$ cat config.mk
export PLATFORM = sky130hd
export DESIGN_NAME = ps2_direction_receiver
export DESIGN_NICKNAME = d
export VERILOG_FILES = /design/src/rtl/ps2_direction_receiver.sv
export SDC_FILE = /design/constraint.sdc
export NUM_CORES = 1
export LEC_CHECK = 0
export CAP_MARGIN = 20
export CORE_MARGIN = 2
export CORE_UTILIZATION = 42
export CTS_BUF_LIST = sky130_fd_sc_hd__clkbuf_2
export CTS_CLUSTER_DIAMETER = 100
export DETAILED_ROUTE_END_ITERATION = 10
export PLACE_DENSITY = 0.73
export REMOVE_ABC_BUFFERS = 1
export SYNTH_ARGS = -nofsm -noshare
export SYNTH_HDL_FRONTEND = slang
export SYNTH_SLANG_ARGS = --single-unit
$ cat constraint.sdc
create_clock -name clk -period 7.31 [get_ports clk]
set_input_delay 1.462 -clock clk [delete_from_list [all_inputs] [get_ports clk]]
set_output_delay 1.462 -clock clk [all_outputs]
set_load 0.1 [all_outputs]
$ cat src/rtl/ps2_direction_receiver.sv
// -----------------------------------------------------------------------------
// ps2_direction_receiver
//
// Front end of the snake datapath. It oversamples the raw PS/2 clock and data
// lines on the system clock and assembles 11-bit frames. Each frame is checked
// for a start bit of 0, a stop bit of 1 and odd parity. Accepted bytes then
// pass through a small E0/F0 prefix tracker. Arrow make codes become a one-hot
// direction word. Enter and Esc make codes become single-cycle event pulses.
//
// Ports
//   clk          in   system clock (CLOCK_50)
//   reset_n      in   asynchronous active-low reset
//   ps2_clk      in   raw PS/2 clock from the keyboard (asynchronous)
//   ps2_dat      in   raw PS/2 data from the keyboard (asynchronous)
//   direction    out  held one-hot direction:
//                       00010 up, 00100 left, 01000 down, 10000 right,
//                       00000 none
//   dir_valid    out  1-cycle pulse whenever direction is written
//                     (same-value rewrites included)
//   start_pulse  out  1-cycle pulse on the Enter make code (0x5A)
//   esc_pulse    out  1-cycle pulse on the Esc make code (0x76)
//   frame_error  out  1-cycle pulse on a rejected frame or an in-frame timeout
//   scan_code    out  last accepted data byte, prefixes included
//   busy         out  high while a frame is being received
//
// Handshake: there is no back-pressure. Every *_pulse / dir_valid /
// frame_error output is high for exactly one clk cycle. The consumer must
// sample it in that cycle. direction and scan_code are held levels that are
// valid whenever the matching pulse is high and that stay stable between
// pulses.
// -----------------------------------------------------------------------------
module ps2_direction_receiver #(
   parameter int TIMEOUT_CYCLES = 50000,
   parameter int SYNC_STAGES    = 2
) (
   input  logic       clk,
   input  logic       reset_n,
   input  logic       ps2_clk,
   input  logic       ps2_dat,
   output logic [4:0] direction,
   output logic       dir_valid,
   output logic       start_pulse,
   output logic       esc_pulse,
   output logic       frame_error,
   output logic [7:0] scan_code,
   output logic       busy
);

   // A chain shorter than two flops is not a synchroniser, so clamp it.
   localparam int SYNC_N = (SYNC_STAGES < 2) ? 2 : SYNC_STAGES;
   localparam int TW     = $clog2(TIMEOUT_CYCLES + 1);
   localparam logic [TW-1:0] TMO_LAST = TW'(TIMEOUT_CYCLES - 1);

   localparam logic [7:0] CODE_EXT   = 8'hE0;
   localparam logic [7:0] CODE_BRK   = 8'hF0;
   localparam logic [7:0] CODE_UP    = 8'h75;
   localparam logic [7:0] CODE_LEFT  = 8'h6B;
   localparam logic [7:0] CODE_DOWN  = 8'h72;
   localparam logic [7:0] CODE_RIGHT = 8'h74;
   localparam logic [7:0] CODE_ENTER = 8'h5A;
   localparam logic [7:0] CODE_ESC   = 8'h76;

   localparam logic [4:0] DIR_UP    = 5'b00010;
   localparam logic [4:0] DIR_LEFT  = 5'b00100;
   localparam logic [4:0] DIR_DOWN  = 5'b01000;
   localparam logic [4:0] DIR_RIGHT = 5'b10000;

   typedef enum logic [1:0] {
      IDLE  = 2'd0,
      RECV  = 2'd1,
      CHECK = 2'd2
   } state_t;

   // ---------------------------------------------------------------------------
   // Synchronisers. They are preset to 1 so that reset looks like an idle bus
   // and does not fake a falling edge on release.
   // ---------------------------------------------------------------------------
   logic [SYNC_N-1:0] clk_sync;
   logic [SYNC_N-1:0] dat_sync;
   logic              clk_prev;
   logic              clk_s;
   logic              dat_s;
   logic              fall;

   always_ff @(posedge clk or negedge reset_n) begin
      if (!reset_n) begin
         clk_sync <= '1;
         dat_sync <= '1;
         clk_prev <= 1'b1;
      end else begin
         clk_sync <= {clk_sync[SYNC_N-2:0], ps2_clk};
         dat_sync <= {dat_sync[SYNC_N-2:0], ps2_dat};
         clk_prev <= clk_sync[SYNC_N-1];
      end
   end

   assign clk_s = clk_sync[SYNC_N-1];
   assign dat_s = dat_sync[SYNC_N-1];
   assign fall  = clk_prev & ~clk_s;

   // ---------------------------------------------------------------------------
   // Receiver state.
   // ---------------------------------------------------------------------------
   state_t          state, state_next;
   logic [3:0]      bit_cnt, bit_cnt_next;
   logic [10:0]     frame, frame_next;
   logic [TW-1:0]   tmo, tmo_next;
   logic            ext, ext_next;
   logic            brk, brk_next;

   logic [4:0]      direction_next;
   logic [7:0]      scan_code_next;
   logic            dir_valid_next;
   logic            start_next;
   logic            esc_next;
   logic            error_next;

   // Bits arrive LSB first and are shifted in at the top. After 11 bits:
   // [0] start, [8:1] data, [9] parity, [10] stop.
   logic [7:0]      data_byte;
   logic            frame_ok;

   assign data_byte = frame[8:1];
   assign frame_ok  = ~frame[0] & frame[10] & (^frame[9:1]);

   always_ff @(posedge clk or negedge reset_n) begin
      if (!reset_n) begin
         state       <= IDLE;
         bit_cnt     <= '0;
         frame       <= '0;
         tmo         <= '0;
         ext         <= 1'b0;
         brk         <= 1'b0;
         direction   <= '0;
         scan_code   <= '0;
         dir_valid   <= 1'b0;
         start_pulse <= 1'b0;
         esc_pulse   <= 1'b0;
         frame_error <= 1'b0;
      end else begin
         state       <= state_next;
         bit_cnt     <= bit_cnt_next;
         frame       <= frame_next;
         tmo         <= tmo_next;
         ext         <= ext_next;
         brk         <= brk_next;
         direction   <= direction_next;
         scan_code   <= scan_code_next;
         dir_valid   <= dir_valid_next;
         start_pulse <= start_next;
         esc_pulse   <= esc_next;
         frame_error <= error_next;
      end
   end

   always_comb begin
      state_next     = state;
      bit_cnt_next   = bit_cnt;
      frame_next     = frame;
      tmo_next       = tmo;
      ext_next       = ext;
      brk_next       = brk;
      direction_next = direction;
      scan_code_next = scan_code;
      dir_valid_next = 1'b0;
      start_next     = 1'b0;
      esc_next       = 1'b0;
      error_next     = 1'b0;

      case (state)
         IDLE: begin
            tmo_next = '0;
            if (fall) begin
               frame_next   = {dat_s, frame[10:1]};
               bit_cnt_next = 4'd1;
               state_next   = RECV;
            end
         end

         RECV: begin
            if (fall) begin
               frame_next   = {dat_s, frame[10:1]};
               bit_cnt_next = bit_cnt + 4'd1;
               tmo_next     = '0;
               if (bit_cnt == 4'd10) begin
                  state_next = CHECK;
               end
            end else if (tmo == TMO_LAST) begin
               // The keyboard stopped mid-frame. Any prefix seen before this
               // frame can no longer be trusted.
               error_next   = 1'b1;
               bit_cnt_next = '0;
               tmo_next     = '0;
               ext_next     = 1'b0;
               brk_next     = 1'b0;
               state_next   = IDLE;
            end else begin
               tmo_next = tmo + TW'(1);
            end
         end

         CHECK: begin
            // A single cycle. Any edge seen here is a glitch and is dropped.
            state_next   = IDLE;
            bit_cnt_next = '0;
            if (!frame_ok) begin
               error_next = 1'b1;
               ext_next   = 1'b0;
               brk_next   = 1'b0;
            end else begin
               scan_code_next = data_byte;
               if (data_byte == CODE_EXT) begin
                  ext_next = 1'b1;
               end else if (data_byte == CODE_BRK) begin
                  brk_next = 1'b1;
               end else begin
                  // A release (brk set) is swallowed silently. The direction
                  // is held until the next arrow make code.
                  if (!brk) begin
                     case (data_byte)
                        CODE_UP: begin
                           direction_next = DIR_UP;
                           dir_valid_next = 1'b1;
                        end
                        CODE_LEFT: begin
                           direction_next = DIR_LEFT;
                           dir_valid_next = 1'b1;
                        end
                        CODE_DOWN: begin
                           direction_next = DIR_DOWN;
                           dir_valid_next = 1'b1;
                        end
                        CODE_RIGHT: begin
                           direction_next = DIR_RIGHT;
                           dir_valid_next = 1'b1;
                        end
                        CODE_ENTER: start_next = 1'b1;
                        CODE_ESC:   esc_next   = 1'b1;
                        default:    ;
                     endcase
                  end
                  ext_next = 1'b0;
                  brk_next = 1'b0;
               end
            end
         end

         default: begin
            state_next   = IDLE;
            bit_cnt_next = '0;
            tmo_next     = '0;
         end
      endcase
   end

   assign busy = (state != IDLE);

endmodule
==> impl_results.md <==
- Status: complete, no violations
- DRC: 0
- P_int: 0.523 mW
- CTS root buf: clkbuf_2
- Final ANT Viol Nets: 0
- Tcrit/Tclk final: 52.8%
- Share of layout cells above drive strength 1: 10.3%
- Post-Synthesis Cells: around 260
- Complex-gate fraction of the synthesized area: 9.05%
- Yosys reg bits: 55
- FP Rows: 29
- Final core occ: between 40 and 50%
- Setup CP Type: reg2out
- CP Capture Type: output port
- Main flop type after synthesis: dfrtp_1
- First-pass GRT wire length: 8.17 mm
- Die Ht: approximately 84 um
- Post-Synth Adder-Cell Area: 8.35%
- Worst r2r dst: brk$_DFFE_PN0P_
- Worst-Margin Slew: ~0.98 ns
- Multiplexer share of the synthesized area: 3.76%
- Gate power share: 34.6%
- Worst hold path depth: 0
- Initial antenna violation count: 0
- Final slew viol count: 0
- Synthesized area: 2700 um^2
- Htree depth: 2
- Die width: 84.1 um
- Simple-gate portion of the synthesized area: ~19%
- WHS Endpoint: clk_sync[1]$_DFF_PN1_
- Area Overhead vs Synth: 12.4%
- CTS tree: done
- FF+latch area: 1380 um^2
- Worst-Skew Late Latency: about 0.45 ns
- Switching share of power: a little over a third
- Final Skew: 0.0116 ns
- Arrival @ worst endpoint: between 2 and 2.5 ns
- Vias in the first global route: 1812
- First DRT Iteration DRCs: between 60 and 70
- I/O Buffers: 20
- Share of the yosys chip area belonging to registers: about half
- Mean post-synth cell area: 10.4 um^2
- Post-DP HPWL: 3.30 mm
- Final Hold Fails: 0
- Number of cells on the worst reg-to-reg path: 7
- Startpoint types: flop
- Clock Path Buffers: 2
- Largest net degree at the start of global routing: 56
- R2r setup slk: about 4.6 ns
- Die area: 7080 um^2
- Core Region: 6280 um^2
- Pwr dens: 272 nW/um^2
- Required time worst endpoint: 5.85 ns
- Peak VDD IR: 196 uV
- Reg-to-Reg Start: frame[2]$_DFFE_PN0P_
- Sequential share of power: 47.2%
- Clock network power share: 18.2%
- Cts hold-fix bufs: 0
- Max FO, Critical Path: 5
- First-pass iteration count of the detailed router: 4
- Initial Utilization: 43.0%
- Fmax: 0.259 GHz
- Top cell type's share of synthesized area: a little under half
- Final wirelength: approximately 4.7 mm
- RSZ-0062 raised after global routing: no
- Post-CTS Setup Inserts: 0
- Hold_sp: clk_sync[0]$_DFF_PN1_
- Grt ovf: 0
- Fill count: 607
- Leakage: 1.35 nW
- Main combinational cell family by area after synthesis: simple AND/OR/NAND/NOR gates
- Post-synth top area cell: dfrtp_1
- Vias: 1809
- Syn. warnings: 0
- Net Sw Power: 0.302 mW
- Final GP Congestion: roughly 0.80
- Multi-input combinational cell area: 1230 um^2
- Synth unique cells: 42
- Clock-pin slew on the worst setup and hold paths: 0.25 ns
- I/O pin cnt: 22
- Routed len/inst: around 13 um
- XOR/XNOR Fraction of Synth Area: 5.06%
- Number of max-cap violations: 0
- GRT Total Usage: between 10% and 20%
- Final setup fails: 0
- Sum Neg Setup Slack: 0 ns
- Synth async-reset ratio: 100%
- # diodes: 0
- Num CTS Buffers: 5
- Clock sink total: 55
- Min cycle time layout: 3.86 ns
- Synth area leaders: dfrtp_1 (46%), ha_1 (8.4%), dfstp_2 (4.9%)
- Worst slew margin: 34.3%
- Worst hold path type: reg2reg
- Layout Nets: approximately 300
- Resize count post-CTS: 0
- EDFF count, synth: 0
- DR vias/cell: 5.05
## sequential cells by signal (all words and copies together) (netlist names)
name	cells
bit_cnt	4
brk	1
clk_prev	1
clk_sync	2
dat_sync	2
dir_valid	1
direction	4
esc_pulse	1
frame	11
frame_error	1
scan_code	8
start_pulse	1
state	2
tmo	16
## power by group through the flow
stage	Combinational, mW	Sequential, mW	Clock [mW]
after floorplan	0.224	0.385	0
after global placement	0.277	0.394	0
after detailed placement	0.285	0.396	0
after CTS	0.291	0.391	0.158
after global routing	0.321	0.399	0.166
final	0.286	0.390	0.150
## routing by layer
layer	share of wire, %	up-vias	global-route usage [%]
met3	2.1	7	2.97
met1	47	859	18.2
li1	-	927	-
met5	0	-	0
met4	1.3	0	4.84
met2	49	16	24.4
## synth_stat cells (2+ instances only)
cell type / number
o2bb2ai_1: 3
nand4_1: 2
o31ai_1: 3
and4_1: 2
nand2b_1: 3
nor3_1: 8
mux2_2: 9
buf_2: 2
dfstp_2: 5
clkbuf_1: 5
dfrtp_1: 50
and3_1: 4
ha_1: 18
xor2_1: 3
inv_1: 13
nand3b_1: 2
nor2b_1: 2
a21o_1: 2
or3_1: 3
nand2_1: 27
xnor2_1: 10
o21ai_0: 26
nand3_1: 14
nor2_1: 22
a21oi_1: 4
## logic make-up (layout without fill, tap and decap cells)
| logic type | count (synthesis) | after routing |
|---|---|---|
| flip-flops | 55 | 55 |
| adder cells (fa/ha/maj) | 18 | 18 |
| AO/OA/AOI/OAI | 42 | 42 |
| multiplexers | 9 | 9 |
| other | 1 | 1 |
| buffers and inverters | 21 | 43 |
| AND/OR/NAND/NOR | 99 | 99 |
| XOR/XNOR | 14 | 14 |
## worst max-delay path, stage by stage (launching register included)
cell and delay [ns]:
dfrtp_1 0.44, inv_1 0.08, ha_1 0.24, inv_1 0.07, clkdlybuf4s50_1 1.12
## worst max path at each step
| stage | startpoint | end | slack [ns] |
|---|---|---|---|
| CTS | state[1]$_DFFE_PN0P_ | busy | 3.42 |
| detailed placement | state[1]$_DFFE_PN0P_ | busy | 3.98 |
| finish | state[1]$_DFFE_PN0P_ | busy | 3.45 |
| global route | state[0]$_DFFE_PN0P_ | busy | 3.30 |
| floorplan | state[0]$_DFFE_PN0P_ | busy | 4.60 |
| global placement | state[0]$_DFFE_PN0P_ | busy | 4.02 |
## area by class of cell
class / instances / area share, %
clock buffer: 5 / 0.826
clock inverter: 3 / 1.28
inverter: 13 / 1.61
multi-input combinational: 183 / 40.5
sequential: 55 / 45.6
tap: 77 / 3.18
timing repair buffer: 22 / 6.94
## placed cells by master, fill, tap and decap left out, types with 2 or more instances in the layout
cell	count
dfrtp_1	50
nand2_1	27
o21ai_0	26
nor2_1	22
clkdlybuf4s50_1	19
ha_1	18
nand3_1	14
inv_1	13
xnor2_1	10
mux2_2	9
nor3_1	8
dfstp_2	5
clkbuf_2	5
and3_1	4
a21oi_1	4
nand2b_1	3
o31ai_1	3
or3_1	3
o2bb2ai_1	3
xor2_1	3
nand4_1	2
nor2b_1	2
and4_1	2
a21o_1	2
nand3b_1	2
buf_4	2
## per-stage QoR
stage | hold WS [ns] | std cells | power, mW | cell area, um^2 | worst slack (ns)
floorplan | 0.345 | 251 | 0.609 | 2660 | 4.60
detailed placement | 0.349 | 350 | 0.682 | 2970 | 3.98
finish | 0.368 | 358 | 0.826 | 3030 | 3.45
global route | 0.382 | 358 | 0.886 | 3030 | 3.30
CTS | 0.380 | 358 | 0.840 | 3030 | 3.42
global placement | 0.346 | 350 | 0.671 | 2970 | 4.02
Note: power is estimated with default switching activity, not from simulation.
